$ cat config.mk
export PLATFORM = sky130hd
export DESIGN_NAME = jtdsp16_do_cache_flat
export DESIGN_NICKNAME = d
export VERILOG_FILES = /design/src/rtl/jtdsp16_do_cache_pkg.sv /design/src/rtl/jtdsp16_do_cache_if.sv /design/src/rtl/jtdsp16_do_cache_ram.sv /design/src/rtl/jtdsp16_do_cache.sv /design/src/flat_wrapper.sv
export SDC_FILE = /design/constraint.sdc
export NUM_CORES = 1
export LEC_CHECK = 0
export CAP_MARGIN = 20
export CORE_MARGIN = 2
export CORE_UTILIZATION = 61
export CTS_CLUSTER_DIAMETER = 40
export DETAILED_ROUTE_END_ITERATION = 8
export PLACE_DENSITY = 0.8
export SYNTH_ARGS = -nofsm -noshare
export SYNTH_HDL_FRONTEND = slang
export SYNTH_SLANG_ARGS = --single-unit
$ cat constraint.sdc
create_clock -name clk -period 3.15 [get_ports clk]
set_input_delay 0.4725 -clock clk [delete_from_list [all_inputs] [get_ports clk]]
set_output_delay 0.4725 -clock clk [all_outputs]
set_load 0.03 [all_outputs]
$ cat src/rtl/jtdsp16_do_cache_pkg.sv
// jtdsp16_do_cache_pkg: shared state encoding, default cache depth and do_data field decoders
package jtdsp16_do_cache_pkg;
  localparam int DEPTH_DEF = 15;
  typedef enum logic [1:0] {IDLE = 2'd0, FILL = 2'd1, REPLAY = 2'd2} state_t;
  function automatic logic [3:0] do_n(input logic [10:0] d);
    return d[10:7];
  endfunction
  function automatic logic [6:0] do_k(input logic [10:0] d);
    return d[6:0];
  endfunction
endpackage

$ cat src/rtl/jtdsp16_do_cache_if.sv
// jtdsp16_do_cache_if: decoder <-> do-loop cache request and fetch-mux signals
interface jtdsp16_do_cache_if;
  logic        cen;
  logic        do_start;
  logic [10:0] do_data;
  logic        stall;
  logic [15:0] rom_dout;
  logic [15:0] cache_dout;
  logic        cache_sel;
  logic        pc_freeze;
  logic        busy;
  modport master (output cen, do_start, do_data, stall, rom_dout,
                  input  cache_dout, cache_sel, pc_freeze, busy);
  modport slave  (input  cen, do_start, do_data, stall, rom_dout,
                  output cache_dout, cache_sel, pc_freeze, busy);
endinterface

$ cat src/rtl/jtdsp16_do_cache_ram.sv
// jtdsp16_do_cache_ram: loop-body register file, sync write gated by cen, async read, async clear
module jtdsp16_do_cache_ram #(
  parameter int DEPTH = 15
) (
  input  logic        clk,
  input  logic        rstn,
  input  logic        cen,
  input  logic        we,
  input  logic [3:0]  waddr,
  input  logic [3:0]  raddr,
  input  logic [15:0] wdata,
  output logic [15:0] rdata
);
  logic [15:0] mem [DEPTH];
  always_ff @(posedge clk or negedge rstn)
    if (!rstn) for (int i = 0; i < DEPTH; i++) mem[i] <= '0;
    else if (cen && we) mem[waddr] <= wdata;
  assign rdata = mem[raddr];
endmodule

$ cat src/rtl/jtdsp16_do_cache.sv
// jtdsp16_do_cache: do/redo loop body capture and replay sequencer
// Captures N ROM words, then replays them from the cache while the PC is frozen.
module jtdsp16_do_cache
  import jtdsp16_do_cache_pkg::*;
#(
  parameter int DEPTH = DEPTH_DEF
) (
  input  logic               clk,
  input  logic               rstn,
  jtdsp16_do_cache_if.slave  bus
);
  state_t      st;
  logic [3:0]  n_len, wr_idx, rd_idx;
  logic [6:0]  iter;
  logic        valid, rep, busy;
  logic [3:0]  n;
  logic [6:0]  k;
  logic        last_wr, last_rd;
  assign n       = do_n(bus.do_data);
  assign k       = do_k(bus.do_data);
  assign last_wr = wr_idx == n_len - 4'd1;
  assign last_rd = rd_idx == n_len - 4'd1;
  assign bus.cache_sel = rep;
  assign bus.pc_freeze = rep;
  assign bus.busy      = busy;
  jtdsp16_do_cache_ram #(.DEPTH(DEPTH)) u_ram (
    .clk   (clk),
    .rstn  (rstn),
    .cen   (bus.cen),
    .we    (st == FILL && !bus.stall),
    .waddr (wr_idx),
    .raddr (rd_idx),
    .wdata (bus.rom_dout),
    .rdata (bus.cache_dout)
  );
  always_ff @(posedge clk or negedge rstn)
    if (!rstn) begin
      st     <= IDLE;
      n_len  <= '0;
      wr_idx <= '0;
      rd_idx <= '0;
      iter   <= '0;
      valid  <= 1'b0;
      rep    <= 1'b0;
      busy   <= 1'b0;
    end else if (bus.cen) begin
      case (st)
        IDLE:
          if (bus.do_start && n != 4'd0) begin
            st     <= FILL;
            n_len  <= n;
            wr_idx <= '0;
            valid  <= 1'b0;
            iter   <= k > 7'd1 ? k - 7'd1 : 7'd0;
            busy   <= 1'b1;
          end else if (bus.do_start && valid) begin
            st     <= REPLAY;
            rd_idx <= '0;
            iter   <= k == 7'd0 ? 7'd1 : k;
            rep    <= 1'b1;
            busy   <= 1'b1;
          end
        FILL:
          if (!bus.stall) begin
            wr_idx <= wr_idx + 4'd1;
            if (last_wr) begin
              valid  <= 1'b1;
              rd_idx <= '0;
              st     <= iter == 7'd0 ? IDLE : REPLAY;
              rep    <= iter != 7'd0;
              busy   <= iter != 7'd0;
            end
          end
        REPLAY:
          if (!bus.stall) begin
            rd_idx <= last_rd ? 4'd0 : rd_idx + 4'd1;
            if (last_rd) begin
              iter <= iter - 7'd1;
              // final pass ends: hand the fetch slot back to ROM
              if (iter == 7'd1) begin
                st   <= IDLE;
                rep  <= 1'b0;
                busy <= 1'b0;
              end
            end
          end
        default: st <= IDLE;
      endcase
    end
endmodule

$ cat src/flat_wrapper.sv
// flat-port wrapper written by rule: the top's interface ports become plain ports
module jtdsp16_do_cache_flat import jtdsp16_do_cache_pkg::*;
#(
  parameter int DEPTH = DEPTH_DEF
)
  (clk, rstn, bus_cen, bus_do_start, bus_do_data, bus_stall, bus_rom_dout, bus_cache_dout, bus_cache_sel, bus_pc_freeze, bus_busy);
  jtdsp16_do_cache_if bus_i ();
  input  logic clk;
  input  logic rstn;
  input wire logic [$bits(bus_i.cen)-1:0] bus_cen;
  input wire logic [$bits(bus_i.do_start)-1:0] bus_do_start;
  input wire logic [$bits(bus_i.do_data)-1:0] bus_do_data;
  input wire logic [$bits(bus_i.stall)-1:0] bus_stall;
  input wire logic [$bits(bus_i.rom_dout)-1:0] bus_rom_dout;
  output wire logic [$bits(bus_i.cache_dout)-1:0] bus_cache_dout;
  output wire logic [$bits(bus_i.cache_sel)-1:0] bus_cache_sel;
  output wire logic [$bits(bus_i.pc_freeze)-1:0] bus_pc_freeze;
  output wire logic [$bits(bus_i.busy)-1:0] bus_busy;
  assign bus_i.cen = bus_cen;
  assign bus_i.do_start = bus_do_start;
  assign bus_i.do_data = bus_do_data;
  assign bus_i.stall = bus_stall;
  assign bus_i.rom_dout = bus_rom_dout;
  assign bus_cache_dout = bus_i.cache_dout;
  assign bus_cache_sel = bus_i.cache_sel;
  assign bus_pc_freeze = bus_i.pc_freeze;
  assign bus_busy = bus_i.busy;
  jtdsp16_do_cache #(.DEPTH(DEPTH)) u_core (.clk(clk), .rstn(rstn), .bus(bus_i));
endmodule
==> results of run 1 <==
## cell usage after synthesis (all sizes together) (2+ instances only)
master / number / area (um2)
o21a: 2 / 15.01
inv: 11 / 41.29
nand2: 43 / 161.4
and2: 4 / 27.53
mux2: 248 / 2793
nor2: 22 / 112.6
nand4: 5 / 31.28
o22ai: 3 / 18.77
o31ai: 5 / 42.54
nand2b: 4 / 25.02
clkbuf: 32 / 120.1
o2bb2ai: 3 / 26.28
o21ai: 25 / 128.9
a21oi: 7 / 35.03
dfrtp: 264 / 6606
mux4: 64 / 1441
nor3: 6 / 35.03
xor2: 6 / 52.55
a31oi: 4 / 25.02
buf: 31 / 170.2
ha: 14 / 175.2
o211ai: 3 / 27.52
nand3b: 4 / 30.03
nor4: 2 / 18.77
nor2b: 2 / 12.51
a22o: 2 / 17.52
nand3: 19 / 95.09
xnor2: 6 / 52.55
mux2i: 20 / 200.2
## layer usage
metal / GRT usage, % / vias to the layer above / part of all wire, % / wire (um)
met2: 46.27 / 271 / 49 / 14780
met1: 39.71 / 4200 / 42 / 12620
met4: 9.905 / 0 / 3.5 / 1037
met5: 0 / - / 0 / 0
li1: - / 3373 / - / -
met3: 4.233 / 78 / 4.8 / 1439
## registers in the layout, indices dropped and copies added, names as in the netlist
signal	flops
u_core.bus.busy	1
u_core.bus.cache_sel	1
u_core.iter	7
u_core.n_len	4
u_core.rd_idx	4
u_core.st	2
u_core.u_ram.mem	240
u_core.valid	1
u_core.wr_idx	4
## logic make-up (layout without fill, tap and decap cells)
| kind of cell | after synthesis | in the layout | share of synthesized area [%] |
|---|---|---|---|
| mux | 332 | 332 | 34.88 |
| compound gates | 64 | 64 | 3.454 |
| buf+inv | 75 | 162 | 2.637 |
| xor+xnor | 13 | 13 | 1.004 |
| simple gates | 116 | 116 | 4.694 |
| fa+ha+maj | 14 | 14 | 1.378 |
| flops | 264 | 264 | 51.96 |
## area by class of cell
cell class,count,share of cell area [%]
well taps,270,2.252
clock buffers,45,6.773
clock inverters,18,1.552
inverters,12,0.3003
flip-flops and latches,264,44.08
repair buffers,87,6.540
multi-input cells,539,38.51
## power by group through the flow
stage          logic, mW  clock network, mW  registers (mW)
4_1_cts             4.73               4.20            5.08
3_5_place_dp        4.67                  0            5.10
3_3_place_gp        4.54                  0            4.98
6_report            4.75               4.14            5.11
2_1_floorplan       3.25                  0            4.90
5_1_grt             5.06               4.37            5.22
## worst max-delay path, delay by kind of cell (launching register included)
kind,cells,cell delay [ns]
buf+inv,2,0.47
flops,1,0.46
mux,2,1.12
## worst max path at each step
stage	from	endpoint	slack, ns	depth (start not counted)
after floorplan	u_core.rd_idx[0]	bus_cache_dout[0]	0.64	5
after global placement	u_core.rd_idx[0]	bus_cache_dout[6]	0.51	4
after detailed placement	bus_cen	u_core.u_ram.mem[171]	0.47	6
after CTS	u_core.rd_idx[0]	bus_cache_dout[6]	0.0008	4
after global routing	u_core.rd_idx[0]	bus_cache_dout[6]	0.05	4
final	u_core.rd_idx[0]	bus_cache_dout[6]	0.11	4
## timing repair
action / CTS / global route
cloned: 0 / 1
setup endpoints to repair: 2 / 11
gates resized for setup: 1 / 1
## cell usage in the layout (no fill, tap or decap), types with 7 or more instances in the layout
cell type                         instances
sky130_fd_sc_hd__buf_12                  16
sky130_fd_sc_hd__clkdlybuf4s50_1         33
sky130_fd_sc_hd__o21ai_0                 23
sky130_fd_sc_hd__nand3_1                 19
sky130_fd_sc_hd__mux2_2                 244
sky130_fd_sc_hd__nor2_2                  12
sky130_fd_sc_hd__mux2i_1                 20
sky130_fd_sc_hd__inv_1                   11
sky130_fd_sc_hd__nand2_1                 43
sky130_fd_sc_hd__nor2_1                  10
sky130_fd_sc_hd__mux4_2                  64
sky130_fd_sc_hd__dfrtp_1                262
sky130_fd_sc_hd__buf_4                   35
sky130_fd_sc_hd__a21oi_1                  7
sky130_fd_sc_hd__ha_1                    14
sky130_fd_sc_hd__clkbuf_16               38
## stage by stage
step	hold WS (ns)	setup WS, ns	util, %
final	-0.001489	0.1140	73.65
after global routing	0.05565	0.04851	73.65
after CTS	0.04111	0.0008344	73.52
after detailed placement	0.4904	0.4699	67.35
after global placement	0.4777	0.5083	67.35
after floorplan	0.1769	0.6388	-
==> impl_results.rst, run 1 <==
.. list-table::
   :header-rows: 1

   * - Metric
     - Value
   * - Outcome
     - complete, but fails checks
   * - Violated checks
     - hold timing
   * - Required time of the worst setup path
     - 2.68 ns
   * - CTS Buf Count
     - 36
   * - Sequential Power Share
     - 36.5%
   * - Crit path max fanout
     - 35
   * - Fmax achieved
     - 0.3294 GHz
   * - Number of ports placed on the die boundary
     - 51
   * - Asr flop ratio synth
     - 100.0%
   * - Number of nets still failing antenna checks after routing
     - 0
   * - Post-detailed-routing wire length
     - 29.88 mm
   * - Die area
     - 0.02202 mm2
   * - Stage delay of the slowest cell on the critical path
     - 0.56 ns
   * - Syn Area/Cell
     - 14.48 um2
   * - Clock transition at path regs
     - 0.05 ns
   * - Most used cell, CP
     - sky130_fd_sc_hd__mux4_2
   * - Fraction of power consumed by the clock network
     - 29.6%
   * - Max-capacitance violation count
     - 0
   * - Cell internal pwr
     - 9.699 mW
   * - Vias in the first global route
     - 8529
   * - Worst Reg-to-Reg Cells
     - 7
   * - Number of synthesized register bits
     - 264
   * - Hold buffer count at cts
     - 0
   * - Total number of clock tree sinks
     - 264
   * - Root buf cell
     - sky130_fd_sc_hd__clkbuf_16
   * - Number of synthesized flops with an enable pin
     - 0
   * - Tcrit/Tclk final
     - 96.38%
   * - Vias per inst
     - 6.415
   * - Number of distinct standard cells referenced by the synthesized netlist
     - 58
   * - Global-route wire length before repair
     - 48.00 mm
   * - R2r startpoint
     - u_core.st[1]
   * - TritonCTS clock tree
     - yes
   * - Classification of the worst-slack hold path
     - primary input to async pin
   * - Slack of the worst reg-to-reg path
     - 0.70 ns
   * - Area grow syn2layout
     - 17.97%
   * - Combined flip-flop and latch cell area
     - 0.006611 mm2
   * - Setup TNS Final
     - 0 ns
   * - Netlist area before placement
     - 0.01271 mm2
   * - CP cell instances
     - buf_16 > mux4_2 > mux4_2 > buf_12
   * - First-iteration detailed-routing DRC count
     - 569
   * - Worst Setup Start Kind
     - flip-flop
   * - Layout net count
     - 986
   * - Number of antenna repair diodes
     - 0
   * - Multi-input logic area
     - 0.005776 mm2
   * - Critical path data arrival time
     - 2.56 ns
   * - Fraction of final layout cells with drive strength greater than 1
     - 46.63%
   * - Min Clock Period, post-route
     - 3.036 ns
   * - Destination of the worst register-to-register timing path
     - u_core.u_ram.mem[145]
   * - Placement Cell Area
     - 0.01372 mm2
   * - Synth Instances
     - 878
   * - GR Util All Layers
     - 28.38%
   * - Predominant post-synthesis flop cell
     - sky130_fd_sc_hd__dfrtp_1
   * - Final Hold Vio Count
     - 1
   * - Final-report max-slew violation count
     - 0
   * - Effective utilization at floorplan
     - 62.44%
   * - Width of the chip
     - 148.4 um
   * - H-tree depth reported by CTS
     - 2
   * - Post-placement cell count
     - 1171
   * - DRC violation count after routing
     - 0
   * - Number of port buffers
     - 50
   * - Std-Cell Core Area
     - 0.02036 mm2
   * - Lkg Pwr
     - 6.721 nW
   * - Detailed placer's ending HPWL
     - 18.14 mm
   * - Combinational share of power
     - 33.9%
   * - Sequential-to-total area share from yosys stat
     - 51.96%
   * - Placement row count
     - 52
   * - Maximum number of pins on one net before global-route repair
     - 103
   * - Final Setup Violations
     - 0
   * - Die extent in y
     - 148.4 um
   * - Final non-filler cell total
     - 1235
   * - Overflow after GRT
     - 0
   * - Slew @ Worst Pin
     - 0.7951 ns
   * - Post-route design area
     - 0.01500 mm2
   * - Worst slew margin relative to its limit
     - 47.00%
   * - Number of warnings printed during yosys synthesis
     - 0
   * - DR pass1 iterations
     - 6
   * - GP Congestion
     - 0.8203
   * - Final-layout worst hold slack
     - -0.001489 ns
   * - Sw frac
     - 30.70%
   * - Via count
     - 7922
   * - Worst-case vdd ir drop
     - 0.0005709 V
   * - Setup Crit Path Kind
     - flip-flop to output port
   * - CP max stage cell
     - sky130_fd_sc_hd__mux4_2
   * - Mean routed wirelength per cell
     - 24.19 um
   * - Endpoint kind of the worst setup timing path
     - output port
   * - Post-synthesis net count
     - 924
   * - Setup repair after global routing missed its margin
     - no
   * - Max Buffers Root-to-Sink
     - 3
   * - Clock skew
     - 0.02427 ns
   * - Post-CTS setup repair buffer count
     - 0
   * - Count of filler cells inserted in the layout
     - 1197
   * - Later-pin clock latency in the skew report
     - 0.50 ns
   * - Power per cell area
     - 933.1 mW/mm2
   * - Initial antenna violation count
     - 0
   * - Net Switching
     - 4.297 mW
   * - Total power
     - 14.00 mW
(Power assumes the default switching activity.)
==> inputs of run 2 (changes only) <==
Settings changed: ABC_AREA set to 1, CORE_MARGIN 2 to unset.
==> impl_results.rst, run 2 <==
.. list-table::
   :header-rows: 1

   * - Metric
     - Value
   * - Post-detailed-routing wire length
     - 34.96 mm (was 29.88 mm)
   * - Number of nets still failing antenna checks after routing
     - 0 (unchanged)
   * - GP Congestion
     - 0.8572 (was 0.8203)
   * - Outcome
     - complete, but fails checks (unchanged)
   * - TritonCTS clock tree
     - yes (unchanged)
   * - Final-layout worst hold slack
     - -0.005531 ns (was -0.001489 ns)
   * - Largest area contributor in the netlist
     - sky130_fd_sc_hd__dfrtp_1 (unchanged)
   * - Std-Cell Core Area
     - 0.02030 mm2 (was 0.02036 mm2)
   * - Total number of clock tree sinks
     - 264 (unchanged)
   * - Netlist area before placement
     - 0.01264 mm2 (was 0.01271 mm2)
   * - Critical path data arrival time
     - 2.54 ns (was 2.56 ns)
   * - Top cells by count, synth
     - 386 x sky130_fd_sc_hd__nand2_1, 311 x sky130_fd_sc_hd__o21ai_0, 264 x sky130_fd_sc_hd__dfrtp_1, 96 x sky130_fd_sc_hd__nor2_1, 64 x sky130_fd_sc_hd__clkbuf_1 (was 264 x sky130_fd_sc_hd__dfrtp_1, 244 x sky130_fd_sc_hd__mux2_2, 64 x sky130_fd_sc_hd__mux4_2, 43 x sky130_fd_sc_hd__nand2_1, 32 x sky130_fd_sc_hd__clkbuf_1)
   * - Hold buffer count at cts
     - 0 (unchanged)
   * - Area grow syn2layout
     - 14.99% (was 17.97%)
   * - Slew @ Worst Pin
     - 0.7669 ns (was 0.7951 ns)
   * - Endpoint kind of the worst setup timing path
     - output port (unchanged)
   * - Classification of the worst-slack hold path
     - primary input to async pin (unchanged)
   * - Clock transition at path regs
     - 0.06 ns (was 0.05 ns)
   * - Setup repair after global routing missed its margin
     - no (unchanged)
   * - Destination of the worst register-to-register timing path
     - u_core.u_ram.mem[238] (was u_core.u_ram.mem[145])
   * - Total power
     - 13.17 mW (was 14.00 mW)
   * - Lkg Pwr
     - 6.688 nW (was 6.721 nW)
   * - Leading cell type by number of instances after synthesis
     - sky130_fd_sc_hd__nand2_1 (was sky130_fd_sc_hd__dfrtp_1)
   * - Fmax achieved
     - 0.3322 GHz (was 0.3294 GHz)
   * - Effective utilization at floorplan
     - 62.25% (was 62.44%)
   * - Global-route wire length before repair
     - 56.35 mm (was 48.00 mm)
   * - Worst slew margin relative to its limit
     - 48.87% (was 47.00%)
   * - Commonest non-fill, non-tap cells in the layout
     - 386 x sky130_fd_sc_hd__nand2_1, 311 x sky130_fd_sc_hd__o21ai_0, 263 x sky130_fd_sc_hd__dfrtp_1, 96 x sky130_fd_sc_hd__nor2_1, 56 x sky130_fd_sc_hd__o21ai_1 (was 262 x sky130_fd_sc_hd__dfrtp_1, 244 x sky130_fd_sc_hd__mux2_2, 64 x sky130_fd_sc_hd__mux4_2, 43 x sky130_fd_sc_hd__nand2_1, 38 x sky130_fd_sc_hd__clkbuf_16)
   * - Initial antenna violation count
     - 0 (unchanged)
   * - Max Buffers Root-to-Sink
     - 3 (unchanged)
   * - Post-route design area
     - 0.01453 mm2 (was 0.01500 mm2)
   * - Number of synthesized flops with an enable pin
     - 0 (unchanged)
   * - Most common cell after layout, fill and taps aside
     - sky130_fd_sc_hd__nand2_1 (was sky130_fd_sc_hd__dfrtp_1)
   * - Slack of the worst reg-to-reg path
     - 0.69 ns (was 0.70 ns)
   * - First-iteration detailed-routing DRC count
     - 1087 (was 569)
   * - Asr flop ratio synth
     - 100.0% (unchanged)
   * - Worst Reg-to-Reg Cells
     - 7 (unchanged)
   * - Largest cells by area after synthesis
     - sky130_fd_sc_hd__dfrtp_1 52%, sky130_fd_sc_hd__o21ai_0 12%, sky130_fd_sc_hd__nand2_1 11% (was sky130_fd_sc_hd__dfrtp_1 52%, sky130_fd_sc_hd__mux2_2 22%, sky130_fd_sc_hd__mux4_2 11%)
   * - Crit path max fanout
     - 23 (was 35)
   * - Max-capacitance violation count
     - 0 (unchanged)
   * - Post-synthesis net count
     - 1533 (was 924)
   * - GR Util All Layers
     - 33.83% (was 28.38%)
   * - Share of the synthesized area in the top cell type
     - 52.28% (was 51.96%)
   * - Overflow after GRT
     - 0 (unchanged)
   * - Number of port buffers
     - 50 (unchanged)
   * - Required time of the worst setup path
     - 2.68 ns (about the same)
   * - Number of synthesized register bits
     - 264 (unchanged)
   * - Placement Cell Area
     - 0.01326 mm2 (was 0.01372 mm2)
   * - Worst Setup Start Kind
     - flip-flop (unchanged)
   * - CTS Buf Count
     - 37 (was 36)
   * - Vias in the first global route
     - 10700 (was 8529)
   * - Predominant post-synthesis flop cell
     - sky130_fd_sc_hd__dfrtp_1 (unchanged)
   * - Number of distinct standard cells referenced by the synthesized netlist
     - 36 (was 58)
   * - DR pass1 iterations
     - 6 (unchanged)
   * - Detailed placer's ending HPWL
     - 20.41 mm (was 18.14 mm)
   * - Final Hold Vio Count
     - 1 (unchanged)
   * - Setup TNS Final
     - 0 ns (unchanged)
   * - Die extent in y
     - 145.9 um (was 148.4 um)
   * - Min Clock Period, post-route
     - 3.010 ns (was 3.036 ns)
   * - Mean routed wirelength per cell
     - 19.43 um (was 24.19 um)
   * - Number of warnings printed during yosys synthesis
     - 0 (unchanged)
   * - H-tree depth reported by CTS
     - 2 (unchanged)
   * - Flip-flop count of the largest register after layout
     - 240 (unchanged)
   * - Number of ports placed on the die boundary
     - 51 (unchanged)
   * - Die area
     - 0.02130 mm2 (was 0.02202 mm2)
   * - Worst slack, placed
     - 0.5511 ns (was 0.4699 ns)
   * - Root buf cell
     - sky130_fd_sc_hd__clkbuf_16 (unchanged)
   * - Biggest register
     - u_core.u_ram.mem (unchanged)
   * - Clock skew
     - 0.02090 ns (was 0.02427 ns)
   * - Sequential-to-total area share from yosys stat
     - 52.28% (was 51.96%)
   * - Later-pin clock latency in the skew report
     - 0.51 ns (was 0.50 ns)
   * - Least setup slack across all paths after layout
     - 0.1398 ns (was 0.1140 ns)
   * - Leading registers by flop count
     - u_core.u_ram.mem (240), u_core.iter (7) (unchanged)
   * - Violated checks
     - hold timing (unchanged)
   * - Syn Area/Cell
     - 8.498 um2 (was 14.48 um2)
   * - R2r startpoint
     - u_core.st[1] (unchanged)
   * - Final-report max-slew violation count
     - 0 (unchanged)
   * - Final Setup Violations
     - 0 (unchanged)
   * - Count of filler cells inserted in the layout
     - 1538 (was 1197)
   * - Maximum number of pins on one net before global-route repair
     - 96 (was 103)
   * - Via count
     - 11030 (was 7922)
   * - DRC violation count after routing
     - 0 (unchanged)
   * - Width of the chip
     - 145.9 um (was 148.4 um)
   * - Placement row count
     - 52 (unchanged)
   * - Synth Instances
     - 1487 (was 878)
   * - Tcrit/Tclk final
     - 95.56% (was 96.38%)
   * - Fraction of final layout cells with drive strength greater than 1
     - 10.20% (was 46.63%)
   * - Worst-case vdd ir drop
     - 0.0006622 V (was 0.0005709 V)
   * - Power per cell area
     - 906.3 mW/mm2 (was 933.1 mW/mm2)
   * - Layout net count
     - 1547 (was 986)
   * - Number of antenna repair diodes
     - 0 (unchanged)
   * - Vias per inst
     - 6.133 (was 6.415)
   * - Setup Crit Path Kind
     - flip-flop to output port (unchanged)
==> run 2: kinds of logic (layout without fill, tap and decap cells) <==
group | Yosys count | count (layout) | share of synthesized area [%]
simple gates | 564 | 564 | 19.09
fa+ha+maj | 14 | 14 | 1.386
buf+inv | 174 | 216 | 6.624
compound gates | 462 | 462 | 20.00
xor+xnor | 9 | 9 | 0.6238
flops | 264 | 264 | 52.28
==> run 2: routing by layer <==
layer | GRT usage (%) | up-vias | share of wire (%)
li1 | - | 5042 | -
met1 | 45.93 | 5333 | 40
met2 | 53.71 | 566 | 47
met3 | 7.524 | 92 | 9.8
met4 | 12.32 | 0 | 3.0
met5 | 0 | - | 0
==> run 2: final cells by class <==
type	instances	area (um2)	area share (%)
multi-input cells	1049	5194	35.74
clock inverters	18	203.9	1.403
well taps	270	337.8	2.325
repair buffers	89	895.9	6.165
clock buffers	49	1064	7.319
flip-flops and latches	264	6608	45.47
inverters	60	229.0	1.576
==> run 2: stage by stage <==
stage / util [%] / instances
floorplan: - / 1487
global placement: 65.32 / 1732
detailed placement: 65.32 / 1732
CTS: 71.57 / 1799
global route: 71.59 / 1799
finish: 71.59 / 1799
==> run 2: where the power goes <==
part           leakage [nW]  internal (mW)  total (mW)  switching, mW
Combinational          2.47           1.69        4.74           3.05
Clock                 0.601           2.64        4.19           1.54
Sequential             3.62           3.90        4.24          0.348
Total                  6.69           8.23        13.2           4.94
==> run 2: how the worst max path moves through the flow <==
stage / startpoint / endpoint / slack [ns] / cells past startpoint
2_1_floorplan: u_core.rd_idx[0] / bus_cache_dout[13] / 0.98 / 8
3_3_place_gp: u_core.rd_idx[1] / bus_cache_dout[4] / 0.68 / 7
3_5_place_dp: bus_cen / u_core.u_ram.mem[238] / 0.55 / 6
4_1_cts: u_core.rd_idx[1] / bus_cache_dout[7] / 0.12 / 7
5_1_grt: u_core.rd_idx[1] / bus_cache_dout[8] / 0.02 / 8
6_report: u_core.rd_idx[1] / bus_cache_dout[10] / 0.14 / 8
==> run 2: critical path: stages, from the launching register on <==
cell                      delay, ns
sky130_fd_sc_hd__dfrtp_1       0.46
sky130_fd_sc_hd__nand2_1       0.12
sky130_fd_sc_hd__inv_2         0.42
sky130_fd_sc_hd__buf_4         0.28
sky130_fd_sc_hd__nand2_1       0.07
sky130_fd_sc_hd__nand4_1       0.09
sky130_fd_sc_hd__o21ai_0       0.12
sky130_fd_sc_hd__o22ai_1       0.26
sky130_fd_sc_hd__buf_4         0.20
==> run 2: what timing repair did <==
action / CTS / global route
endpoints found under the setup margin: 0 / 1
resized for setup: 0 / 1
buffers inserted: 0 / 0
==> inputs of run 3 (changes only) <==
Clock period 3.15 ns to 3.23 ns, I/O delays scaled along.
==> impl_results.rst, run 3 (synthesized netlist as in run 2, its figures left out) <==
.. list-table::
   :header-rows: 1

   * - Metric
     - Value
   * - DR pass1 iterations
     - 6 (unchanged)
   * - Post-route design area
     - 0.01461 mm2 (was 0.01453 mm2)
   * - Max-capacitance violation count
     - 0 (unchanged)
   * - Global-route wire length before repair
     - 56.36 mm (was 56.35 mm)
   * - Critical path data arrival time
     - 2.55 ns (was 2.54 ns)
   * - Initial antenna violation count
     - 0 (unchanged)
   * - Number of instances resized during post-cts repair
     - 0 (unchanged)
   * - Vias in the first global route
     - 10660 (was 10700)
   * - Post-detailed-routing wire length
     - 34.76 mm (was 34.96 mm)
   * - Total number of clock tree sinks
     - 264 (unchanged)
   * - Effective utilization at floorplan
     - 62.25% (unchanged)
   * - Fmax achieved
     - 0.3291 GHz
   * - GR Util All Layers
     - 33.70% (was 33.83%)
   * - Min Clock Period, post-route
     - 3.038 ns
   * - Post-CTS setup repair buffer count
     - 0 (unchanged)
   * - Outcome
     - complete, but fails checks (unchanged)
   * - Tcrit/Tclk final
     - 94.06%
   * - Worst slew margin relative to its limit
     - 41.61% (was 48.87%)
   * - Classification of the worst-slack hold path
     - primary input to async pin (unchanged)
   * - Commonest non-fill, non-tap cells in the layout
     - 386 x sky130_fd_sc_hd__nand2_1, 311 x sky130_fd_sc_hd__o21ai_0, 263 x sky130_fd_sc_hd__dfrtp_1, 96 x sky130_fd_sc_hd__nor2_1, 56 x sky130_fd_sc_hd__o21ai_1 (unchanged)
   * - Violated checks
     - hold timing (unchanged)
   * - Placement row count
     - 52 (unchanged)
   * - Worst Setup Start Kind
     - flip-flop (unchanged)
   * - Final-layout worst hold slack
     - -0.01296 ns (was -0.005531 ns)
   * - GP Congestion
     - 0.8237 (was 0.8572)
   * - Number of ports placed on the die boundary
     - 51 (unchanged)
   * - Final-report max-slew violation count
     - 0 (unchanged)
   * - Biggest register
     - u_core.u_ram.mem (unchanged)
   * - H-tree depth reported by CTS
     - 2 (unchanged)
   * - Post-placement cell count
     - 1726 (was 1732)
   * - Layout net count
     - 1542 (was 1547)
   * - Hold buffer count at cts
     - 0 (unchanged)
   * - Slack of the worst reg-to-reg path
     - 0.72 ns (was 0.69 ns)
   * - Destination of the worst register-to-register timing path
     - u_core.u_ram.mem[194] (was u_core.u_ram.mem[238])
   * - Clock transition at path regs
     - 0.05 ns (was 0.06 ns)
   * - Setup TNS Final
     - 0 ns (unchanged)
   * - Final Setup Violations
     - 0 (unchanged)
   * - Leading registers by flop count
     - u_core.u_ram.mem (240), u_core.iter (7) (unchanged)
   * - Crit path max fanout
     - 18 (was 23)
   * - Most common cell after layout, fill and taps aside
     - sky130_fd_sc_hd__nand2_1 (unchanged)
   * - Final Hold Vio Count
     - 3 (was 1)
   * - Power per cell area
     - 907.7 mW/mm2 (was 906.3 mW/mm2)
   * - Mean routed wirelength per cell
     - 19.36 um (was 19.43 um)
   * - Die area
     - 0.02130 mm2 (unchanged)
   * - Later-pin clock latency in the skew report
     - 0.52 ns (was 0.51 ns)
   * - Number of nets still failing antenna checks after routing
     - 0 (unchanged)
   * - Max Buffers Root-to-Sink
     - 3 (unchanged)
   * - Setup repair after global routing missed its margin
     - no (unchanged)
   * - Flip-flop count of the largest register after layout
     - 240 (unchanged)
   * - Overflow after GRT
     - 0 (unchanged)
   * - Endpoint kind of the worst setup timing path
     - output port (unchanged)
   * - DRC violation count after routing
     - 0 (unchanged)
   * - Placement Cell Area
     - 0.01319 mm2 (was 0.01326 mm2)
   * - Die extent in y
     - 145.9 um (unchanged)
   * - Vias per inst
     - 6.161 (was 6.133)
   * - Slew @ Worst Pin
     - 0.8746 ns (was 0.7669 ns)
   * - Worst-case vdd ir drop
     - 0.0008635 V (was 0.0006622 V)
   * - Root buf cell
     - sky130_fd_sc_hd__clkbuf_16 (unchanged)
   * - Final non-filler cell total
     - 1796 (was 1799)
   * - Clock skew
     - 0.01503 ns (was 0.02090 ns)
   * - Fraction of final layout cells with drive strength greater than 1
     - 10.09% (was 10.20%)
   * - Via count
     - 11070 (was 11030)
   * - Worst Reg-to-Reg Cells
     - 8 (was 7)
   * - Std-Cell Core Area
     - 0.02030 mm2 (unchanged)
   * - Maximum number of pins on one net before global-route repair
     - 96 (unchanged)
   * - R2r startpoint
     - u_core.st[1] (unchanged)
   * - Number of port buffers
     - 50 (unchanged)
   * - Required time of the worst setup path
     - 2.75 ns (was 2.68 ns)
   * - Number of antenna repair diodes
     - 0 (unchanged)
   * - TritonCTS clock tree
     - yes (unchanged)
   * - Setup Crit Path Kind
     - flip-flop to output port (unchanged)
   * - Width of the chip
     - 145.9 um (unchanged)
   * - Lkg Pwr
     - 6.742 nW (was 6.688 nW)
   * - CTS Buf Count
     - 38 (was 37)
   * - Area grow syn2layout
     - 15.58% (was 14.99%)
   * - Detailed placer's ending HPWL
     - 19.88 mm (was 20.41 mm)
   * - First-iteration detailed-routing DRC count
     - 1137 (was 1087)
## run 3: changes by cell type in the layout (fill, tap and decap cells not counted), moves of 2 or more
cell                         previous run  this run
sky130_fd_sc_hd__inv_6                  3         6
sky130_fd_sc_hd__buf_4                 44        40
sky130_fd_sc_hd__clkbuf_16             39        41
sky130_fd_sc_hd__clkbuf_1               5         3
sky130_fd_sc_hd__clkbuf_8               5         2
sky130_fd_sc_hd__bufinv_16              3         7
sky130_fd_sc_hd__clkinvlp_4             8         3
sky130_fd_sc_hd__buf_12                11         9
sky130_fd_sc_hd__inv_8                  1         3
## run 3: worst max-delay path by stage
stage	startpoint	endpoint	slack, ns	cells after the start
floorplan	u_core.rd_idx[0]	bus_cache_dout[13]	1.04	8
global route	u_core.rd_idx[1]	bus_cache_dout[8]	0.09	7
detailed placement	bus_cen	u_core.u_ram.mem[236]	0.54	5
CTS	u_core.rd_idx[0]	bus_cache_dout[8]	0.20	9
global placement	bus_cen	u_core.u_ram.mem[224]	0.64	5
finish	u_core.rd_idx[0]	bus_cache_dout[8]	0.19	9
## run 3: cell type report
| class | instances | area [um2] |
|---|---|---|
| multi-input cells | 1049 | 5194 |
| clock inverters | 24 | 351.6 |
| clock buffers | 46 | 1065 |
| well taps | 270 | 337.8 |
| fillers | 1507 | 5693 |
| repair buffers | 83 | 825.8 |
| flip-flops and latches | 264 | 6608 |
| inverters | 60 | 225.2 |
## run 3: per-stage QoR
step	setup WS (ns)	utilization (%)	power, mW
floorplan	1.044	-	7.147
global placement	0.6381	64.98	8.527
detailed placement	0.5395	64.98	8.621
CTS	0.2038	71.96	13.22
global route	0.09498	71.96	13.91
finish	0.1918	71.96	13.26
## run 3: layer usage
| metal | routed length (um) | vias to the layer above | part of all wire (%) | track usage, % |
|---|---|---|---|---|
| met5 | 0 | - | 0 | 0 |
| li1 | - | 5052 | - | - |
| met2 | 16270 | 569 | 47 | 52.99 |
| met1 | 14410 | 5336 | 41 | 46.73 |
| met4 | 1277 | 0 | 3.7 | 14.84 |
| met3 | 2806 | 108 | 8.1 | 5.172 |
## run 3: critical path, stage by stage (launching register included)
cell                      delay (ns)
sky130_fd_sc_hd__dfrtp_2        0.43
sky130_fd_sc_hd__inv_2          0.09
sky130_fd_sc_hd__nand2_1        0.07
sky130_fd_sc_hd__inv_2          0.37
sky130_fd_sc_hd__buf_4          0.29
sky130_fd_sc_hd__nand2_1        0.07
sky130_fd_sc_hd__nand4_1        0.07
sky130_fd_sc_hd__o21ai_0        0.13
sky130_fd_sc_hd__a22oi_1        0.35
sky130_fd_sc_hd__buf_12         0.17
## run 3: power breakdown
group | total [mW] | internal, mW | leakage (nW) | switching [mW]
sequential | 4.13 | 3.80 | 3.62 | 0.333
combinational | 4.57 | 1.59 | 2.44 | 2.98
clock | 4.55 | 2.96 | 0.688 | 1.60
